<file path="src/rtl/sample_window_4.sv">
// Samples din once every DIV enabled clocks into a 4-deep window and presents it as x4 (oldest)..x1 (newest)
// behind a valid/ready handshake; sliding (SLIDE=1) or block (SLIDE=0) mode. Optional macro SAMPLE_SYNC_EN adds a 2-flop din synchroniser.
module sample_window_4 #(
  parameter int DIV   = 4,
  parameter int SLIDE = 0
) (
  input  logic       clk,
  input  logic       rst,
  input  logic       en,
  input  logic       din,
  input  logic       ready,
  output logic       x4,
  output logic       x3,
  output logic       x2,
  output logic       x1,
  output logic       valid,
  output logic [2:0] fill,
  output logic       overrun
);

  localparam logic [7:0] DIV_LAST = 8'(DIV - 1);
  localparam logic [2:0] FILL_MAX = 3'd4;

  logic [7:0] div_cnt;
  logic       strobe;
  logic       din_s;
  logic [3:0] sreg;
  logic [3:0] sreg_next;
  logic [3:0] win;
  logic [2:0] fill_inc;
  logic       emit;

  function automatic logic [2:0] sat_fill(input logic [2:0] f);
    return (f >= FILL_MAX) ? FILL_MAX : f + 3'd1;
  endfunction

  function automatic logic [2:0] wrap_fill(input logic [2:0] f);
    // Block mode restarts counting once a full window is handed off
    return (SLIDE == 0 && f == FILL_MAX) ? 3'd0 : f;
  endfunction

`ifdef SAMPLE_SYNC_EN
  logic sync_p0;
  logic sync_p1;

  // Synchroniser stage boundary: din -> sync_p0 -> sync_p1
  always_ff @(posedge clk) begin
    if (rst) begin
      sync_p0 <= 1'b0;
      sync_p1 <= 1'b0;
    end else begin
      sync_p0 <= din;
      sync_p1 <= sync_p0;
    end
  end

  assign din_s = sync_p1;
`else
  assign din_s = din;
`endif

  always_comb begin
    strobe    = en && (div_cnt == DIV_LAST);
    sreg_next = {sreg[2:0], din_s};
    fill_inc  = sat_fill(fill);
    emit      = strobe && (fill_inc == FILL_MAX);
  end

  always_ff @(posedge clk) begin
    if (rst) begin
      div_cnt <= 8'd0;
    end else if (en) begin
      div_cnt <= (div_cnt == DIV_LAST) ? 8'd0 : div_cnt + 8'd1;
    end
  end

  // Sample stage boundary: strobe shifts din_s into sreg and advances fill
  always_ff @(posedge clk) begin
    if (rst) begin
      sreg <= 4'd0;
      fill <= 3'd0;
    end else if (strobe) begin
      sreg <= sreg_next;
      fill <= wrap_fill(fill_inc);
    end
  end

  // Output stage boundary: window load, handshake and sticky overrun
  always_ff @(posedge clk) begin
    if (rst) begin
      win     <= 4'd0;
      valid   <= 1'b0;
      overrun <= 1'b0;
    end else if (emit) begin
      win   <= sreg_next;
      valid <= 1'b1;
      if (valid && !ready) overrun <= 1'b1;
    end else if (valid && ready) begin
      valid <= 1'b0;
    end
  end

  assign {x4, x3, x2, x1} = win;

endmodule
</file>
<file path="config.mk">
export PLATFORM = sky130hd
export DESIGN_NAME = sample_window_4
export DESIGN_NICKNAME = d
export VERILOG_FILES = /design/src/rtl/sample_window_4.sv
export SDC_FILE = /design/constraint.sdc
export NUM_CORES = 1
export LEC_CHECK = 0
export CORE_MARGIN = 2
export CORE_UTILIZATION = 45
export DETAILED_ROUTE_END_ITERATION = 7
export PLACE_DENSITY = 0.68
export SETUP_SLACK_MARGIN = 0.02
export SYNTH_ARGS = -nofsm -noshare
export SYNTH_HDL_FRONTEND = slang
export SYNTH_SLANG_ARGS = --single-unit
</file>
<file path="constraint.sdc">
create_clock -name clk -period 2.36 [get_ports clk]
set_clock_uncertainty 0.15 [all_clocks]
set_input_delay 0.354 -clock clk [delete_from_list [all_inputs] [get_ports clk]]
set_output_delay 0.354 -clock clk [all_outputs]
set_load 0.01 [all_outputs]
</file>
==> summary.txt, run 1 <==
Outcome
  – Status: completed

Floorplan
  – Std cell rows: 16
  – Initial core utilization: 0.475
  – Die X: between 40 and 50 um
  – I/O pins: 14
  – Die Y: just under 50 um
  – Core ar.: between 1500 and 2000 um^2
  – Die area: between 2000 and 2500 um^2

Synthesis
  – Mux cell area share after synthesis: 0.0543
  – Seq/Total Area, Yosys: 0.434
  – EDFF count, synth: 0
  – Most area-consuming cells after synthesis: dfxtp_1 43%, nand2b_1 6.8%, a21oi_1 5.4%, mux2i_1 5.4%, o21ai_0 4.9%
  – Synthesis-stage register bit count: 20
  – Mean Syn Cell Area: ~9.3 um^2
  – Count leader, synth: dfxtp_1
  – Post-Syn Nets: 107
  – Synthesized area: 922 um^2
  – Compound-gate portion of the synthesized area: 0.148
  – Asr flop ratio synth: 0
  – Main synth FF type: dfxtp_1
  – Yosys warns: 0
  – Area leader, netlist: dfxtp_1
  – Post-synthesis xor/xnor area fraction: 0.0380
  – Adder-cell area share of the yosys netlist: 0.0407
  – Synth top area share: 0.434
  – Netlist cell types: 31
  – Synth Instances: a little under 100
  – Post-synth top cells: 20 x dfxtp_1, 10 x a21oi_1, 10 x nand2b_1, 9 x o21ai_0
  – Post-synthesis simple-gate area fraction: 0.247
  – Main combinational cell family by area after synthesis: simple AND/OR/NAND/NOR gates

Global route
  – Grt met2 use: 0.282
  – Global routing usage on met1: 0.174
  – Vias in the first global route: between 700 and 800
  – Largest net degree at the start of global routing: 13
  – Met3 usage: 0.0429
  – First-pass GRT wire length: ~3000 um
  – Tot GR Track Use: 0.159
  – GRT overflow: 0
  – Layer with the highest usage: met2
  – Initial antenna violation count: 0

Routing
  – DR DRC count: 0
  – Routed via count: ~760
  – Avg WL per Cell: roughly 12 um
  – Antenna-violating nets left: 0
  – Pre-antenna DRT Iters: 4
  – DRT Wirelength: roughly 1700 um
  – DRT iter0 DRCs: 11
  – Via density: between 5 and 6

Worst setup path
  – Worst setup SP type: register
  – Worst path top cell family by delay: simple AND/OR/NAND/NOR gates
  – Reg2reg start: div_cnt[0]
  – Crit path max fanout: 5
  – Critical-path top delay cell: or4bb_1
  – Crit path kind: reg2reg
  – Crit path buffers/inverters: 0
  – Start point of the critical path: div_cnt[0]
  – Critical Path End Type: register
  – Worst EP required: between 2 and 2.5 ns
  – Worst-path cell chain: ha_1 -> or4bb_1 -> or4_1 -> a21oi_1
  – Largest stage delay on the critical path: 0.52 ns
  – CP Data Arrival Time: just over 2 ns

Timing
  – Final hold vios: 0
  – Worst-margin pin slew: slightly above 0.3 ns
  – Unrepaired setup endpoints after global routing: no
  – Slew HR: 0.795
  – Min Tclk post-route: 1.94 ns
  – WHS: 0.323 ns
  – Slew Limit Fails: 0
  – Max Clock Freq: just over 0.5 GHz
  – Period utilization: 0.824
  – Setup TNS: 0 ns
  – Final setup viols: 0

Clocking
  – Post-CTS Setup Inserts: 0
  – Clk pin slew, worst setup/hold paths: about 0.11 ns
  – Clock Sinks: 20
  – TritonCTS buffer count: 3
  – Root buf cell: clkbuf_4
  – CTS tree: done
  – # H-tree levels: 1
  – Max clock buf depth: 2
  – # resized after CTS: 0
  – CTS Hold Bufs: 0
  – Worst skew pair latency: 0.30 ns

Placement
  – Routability congestion estimate: about 0.7
  – HPWL Detailed: around 1200 um
  – Area post-placement: 1100 um^2
  – PortBufs: 13

Finish
  – Multi-input gate area: between 400 and 500 um^2
  – FF+latch area: 400 um^2
  – Synth-to-Final Area Change: 24.6%
  – Fin util: 0.591
  – Nets: roughly 130
  – Fraction of layout cells with a size suffix above 1: 0.103
  – Final-layout fill cell count: about 190
  – # diodes: 0
  – Design area: between 1000 and 1500 um^2

Power and ir drop
  – Peak VDD IR: 395 uV
  – Power Density: 578 nW/um^2
  – Leak: around 0.39 nW

Flow run
  – Max_cap viols: 0

Worst hold path
  – Worst hold path class: reg2reg
  – Hold path start: overrun
-- per-layer routing --
layer	vias to the layer above	wire [um]	part of all wire
met5	-	0	0
met1	359	773	0.45
met2	9	881	0.51
li1	392	-	-
met4	0	12	0.0069
met3	2	62	0.036
-- stage by stage --
stage	worst slack [ns]	cells	power (mW)
after detailed placement	0.334	139	0.392
after CTS	0.401	143	0.673
after global routing	0.337	143	0.695
final	0.415	143	0.664
after floorplan	0.521	99	0.376
after global placement	0.376	139	0.391
-- layout by cell type, fill, tap and decap left out, drive strengths merged, types with 2 or more instances in the layout --
| cell | count |
|---|---|
| a21oi | 10 |
| xor2 | 3 |
| nor2 | 5 |
| clkdlybuf4s50 | 13 |
| inv | 2 |
| clkbuf | 3 |
| or4 | 2 |
| nand2b | 10 |
| or3 | 3 |
| nand2 | 2 |
| mux2i | 5 |
| dfxtp | 20 |
| o21ai | 9 |
| ha | 3 |
| nand3 | 5 |
| buf | 5 |
| nand4 | 3 |
-- kinds of logic (layout without fill, tap and decap cells) --
group | after synthesis | in the layout
AND/OR/NAND/NOR | 36 | 36
XOR/XNOR | 4 | 4
multiplexers | 5 | 5
buffers and inverters | 7 | 24
adder cells (fa/ha/maj) | 3 | 3
flip-flops | 20 | 20
AO/OA/AOI/OAI | 24 | 24
-- worst paths after layout --
| check | to | slack (ns) | depth (start not counted) |
|---|---|---|---|
| max | fill[0] | 0.42 | 4 |
| min | overrun | 0.32 | 2 |
| max reg2reg | fill[0] | 0.42 | 4 |
| min reg2reg | overrun | 0.32 | 2 |
-- cell type report --
type | count | share of cell area
tap | 27 | 0.0294
timing repair buffer | 18 | 0.146
clock inverter | 1 | 0.0261
clock buffer | 3 | 0.0196
inverter | 2 | 0.00654
multi-input combinational | 72 | 0.424
sequential | 20 | 0.349
-- flip-flops by register name (all words and copies together), names as in the netlist --
signal	cells
div_cnt	8
fill	3
overrun	1
sreg	3
valid	1
win	4
-- report_power, final --
part | internal (mW) | switching [mW]
registers | 0.342 | 0.00429
clock network | 0.172 | 0.108
logic | 0.0207 | 0.0171
-- tightest hold or removal path, delay by kind of cell (launching register included) --
| family | cells | cell delay (ns) |
|---|---|---|
| DFF | 1 | 0.34 |
| AOI/OAI and AO/OA | 1 | 0.05 |
| and+or+nand+nor | 1 | 0.05 |
No activity file was read; power rests on OpenSTA's default activity.
==> run 2, diff against run 1 <==
--- a/config.mk
+++ b/config.mk
@@ -8,7 +8,7 @@
 export CORE_MARGIN = 2
 export CORE_UTILIZATION = 45
 export DETAILED_ROUTE_END_ITERATION = 7
-export PLACE_DENSITY = 0.68
+export PLACE_DENSITY = 0.71
 export SETUP_SLACK_MARGIN = 0.02
 export SYNTH_ARGS = -nofsm -noshare
 export SYNTH_HDL_FRONTEND = slang
==> constraint.sdc (replaced) <==
create_clock -name clk -period 1.7 [get_ports clk]
set_clock_uncertainty 0.15 [all_clocks]
set_input_delay 0.255 -clock clk [delete_from_list [all_inputs] [get_ports clk]]
set_output_delay 0.255 -clock clk [all_outputs]
set_load 0.01 [all_outputs]
==> run 2 against run 1 <==
Compared with the run above:
- the run now ends with negative setup slack left
- sequential power rose by 38%
- combinational power rose by 92%
- count of clock-buffer cells in the layout did not move
- die area did not move
- flip-flop and latch count did not move
- global-route usage rose by 3.0 points
- hold slack improved by 0.010 ns
- first-iteration DRC count rose by 18%
- core utilization rose by 6.8 points
- largest power group unchanged
- highest routed layer unchanged
==> summary.txt, run 2 (same netlist as run 1, synthesis figures left out) <==
Outcome
  – Status: finished, violations left
  – Violated checks: negative setup slack

Placement
  – DP Cell Count: 150 (+7.9%)
  – Routability congestion estimate: 0.691 (-3.3%)
  – PortBufs: 13 (unchanged)
  – HPWL Detailed: 1480 um (+19%)

Clocking
  – Max clock buf depth: 2 (unchanged)
  – Worst skew pair latency: 0.29 ns (about the same)
  – CTS tree: done
  – CTS Hold Bufs: 0 (unchanged)
  – Clock Sinks: 20 (unchanged)
  – Root buf cell: clkbuf_4
  – TritonCTS buffer count: 3 (unchanged)
  – # H-tree levels: 1 (unchanged)
  – Clk pin slew, worst setup/hold paths: 0.10 ns (about the same)

Worst setup path
  – Crit path buffers/inverters: 1 (+1)
  – Largest stage delay on the critical path: 0.53 ns (about the same)
  – Worst EP required: 1.79 ns (-0.66 ns)
  – Worst setup SP type: input port
  – Crit path kind: in2reg
  – Crit path max fanout: 2 (-3)
  – Critical Path End Type: register
  – Worst path top cell family by delay: simple AND/OR/NAND/NOR gates
  – Critical-path top delay cell: or4bb_4
  – CP Data Arrival Time: 1.79 ns (-0.24 ns)
  – Worst-path cell chain: clkdlybuf4s50_1 -> or4bb_4 -> or4_4 -> a21oi_2

Global route
  – Grt met2 use: 0.342 (+0.0608)
  – First-pass GRT wire length: 3600 um (+22%)
  – Largest net degree at the start of global routing: 11 (-2)
  – Tot GR Track Use: 0.188 (+0.0295)
  – Layer with the highest usage: met2
  – Met3 usage: 0.0307 (-0.0123)
  – Initial antenna violation count: 0 (unchanged)
  – Vias in the first global route: 850 (+20%)
  – Global routing usage on met1: 0.206 (+0.0318)
  – GRT overflow: 0 (unchanged)

Timing
  – Final hold vios: 0 (unchanged)
  – Max Clock Freq: between 0.5 and 0.6 GHz
  – Slew Limit Fails: 0 (unchanged)
  – Min Tclk post-route: approximately 1.7 ns
  – Final setup viols: 1 (+1)
  – Unrepaired setup endpoints after global routing: yes
  – WHS: 0.333 ns (+0.0105 ns)
  – Worst-margin pin slew: 0.234 ns (-0.0731 ns)
  – Slew HR: 0.842 (+0.0473)
  – Period utilization: 1.00
  – Final worst slack: -0.00414 ns (-0.419 ns)

Floorplan
  – I/O pins: 14 (unchanged)
  – Die area: 2430 um^2 (unchanged)
  – Std cell rows: 16 (unchanged)
  – Die Y: 49.3 um (unchanged)
  – Initial core utilization: 0.475 (unchanged)
  – Core ar.: 1940 um^2 (unchanged)
  – Die X: 49.3 um (unchanged)

Finish
  – Nets: 141 (+13%)
  – Max reg flops: 8 (unchanged)
  – Synth-to-Final Area Change: 38.8%
  – Largest Register: div_cnt
  – Most frequent cells in the layout: 21 x buf_4, 15 x dfxtp_1, 11 x clkdlybuf4s50_1
  – Fin cells: 158 (+10%)
  – Most common cell after layout, fill and taps aside: buf_4
  – Regs by FF count: div_cnt x8, win x4
  – # diodes: 0 (unchanged)
  – Fraction of layout cells with a size suffix above 1: 0.282 (+0.179)

Worst hold path
  – Worst hold path class: reg2reg

Flow run
  – Max_cap viols: 0 (unchanged)

Power and ir drop
  – Leak: 0.479 nW (+22%)
  – Peak VDD IR: 593 uV (+50%)
  – Power Density: 600 nW/um^2 (+3.9%)

Routing
  – Antenna-violating nets left: 0 (unchanged)
  – Pre-antenna DRT Iters: 4 (unchanged)
  – Avg WL per Cell: 12.7 um (+5.2%)
  – DRT iter0 DRCs: 13 (+2)
  – DRT Wirelength: 2010 um (+16%)
  – Via density: 5.19 (-2.6%)
  – Routed via count: 820 (+7.6%)
  – DR DRC count: 0 (unchanged)
-- run 2: worst paths after layout --
path / from / endpoint / slack (ns) / cells past startpoint
min: win[0] / win[0] / 0.33 / 2
max reg2reg: div_cnt[1] / fill[0] / -0.004 / 4
max: en / fill[0] / -0.004 / 4
min reg2reg: win[0] / win[0] / 0.33 / 2
-- run 2: cell type report --
class                      count  area [um^2]
clock buffer                   3         22.5
fill                         171          662
inverter                       2         7.51
multi-input combinational     72          519
sequential                    20          412
tap                           27         33.8
timing repair buffer          34          285
-- run 2: what timing repair did --
item / 4_1_cts / 5_1_grt
setup buffers: 2 / 3
resized for setup: 4 / 8
endpoints found under the setup margin: 6 / 7
cloned: 0 / 0
-- run 2: tightest hold or removal path, delay by kind of cell, from the launching register on --
| family | cells | cell delay [ns] |
|---|---|---|
| flops | 1 | 0.32 |
| simple gates | 1 | 0.06 |
| mux | 1 | 0.06 |
-- run 2: routing by layer --
layer / vias to the layer above / wire length, um
met4: 0 / 14
met1: 383 / 905
li1: 422 / -
met3: 2 / 55
met2: 13 / 1040
met5: - / 0
-- run 2: power breakdown --
group / internal [mW] / total, mW / switching, mW
combinational: 0.0426 / 0.0727 / 0.0301
sequential: 0.474 / 0.479 / 0.00529
clock: 0.0825 / 0.217 / 0.135
-- run 2: metrics by stage --
step | util | setup WS, ns | cell area [um^2] | TNS [ns] | power (mW)
2_1_floorplan | - | 0.0181 | 945 | 0 | 0.528
3_3_place_gp | 0.617 | -0.278 | 1200 | -3.99 | 0.554
3_5_place_dp | 0.617 | -0.310 | 1200 | -4.33 | 0.556
4_1_cts | 0.637 | -0.00239 | 1240 | -0.00239 | 0.785
5_1_grt | 0.659 | -0.0363 | 1280 | -0.0363 | 0.818
6_report | 0.659 | -0.00414 | 1280 | -0.00414 | 0.769
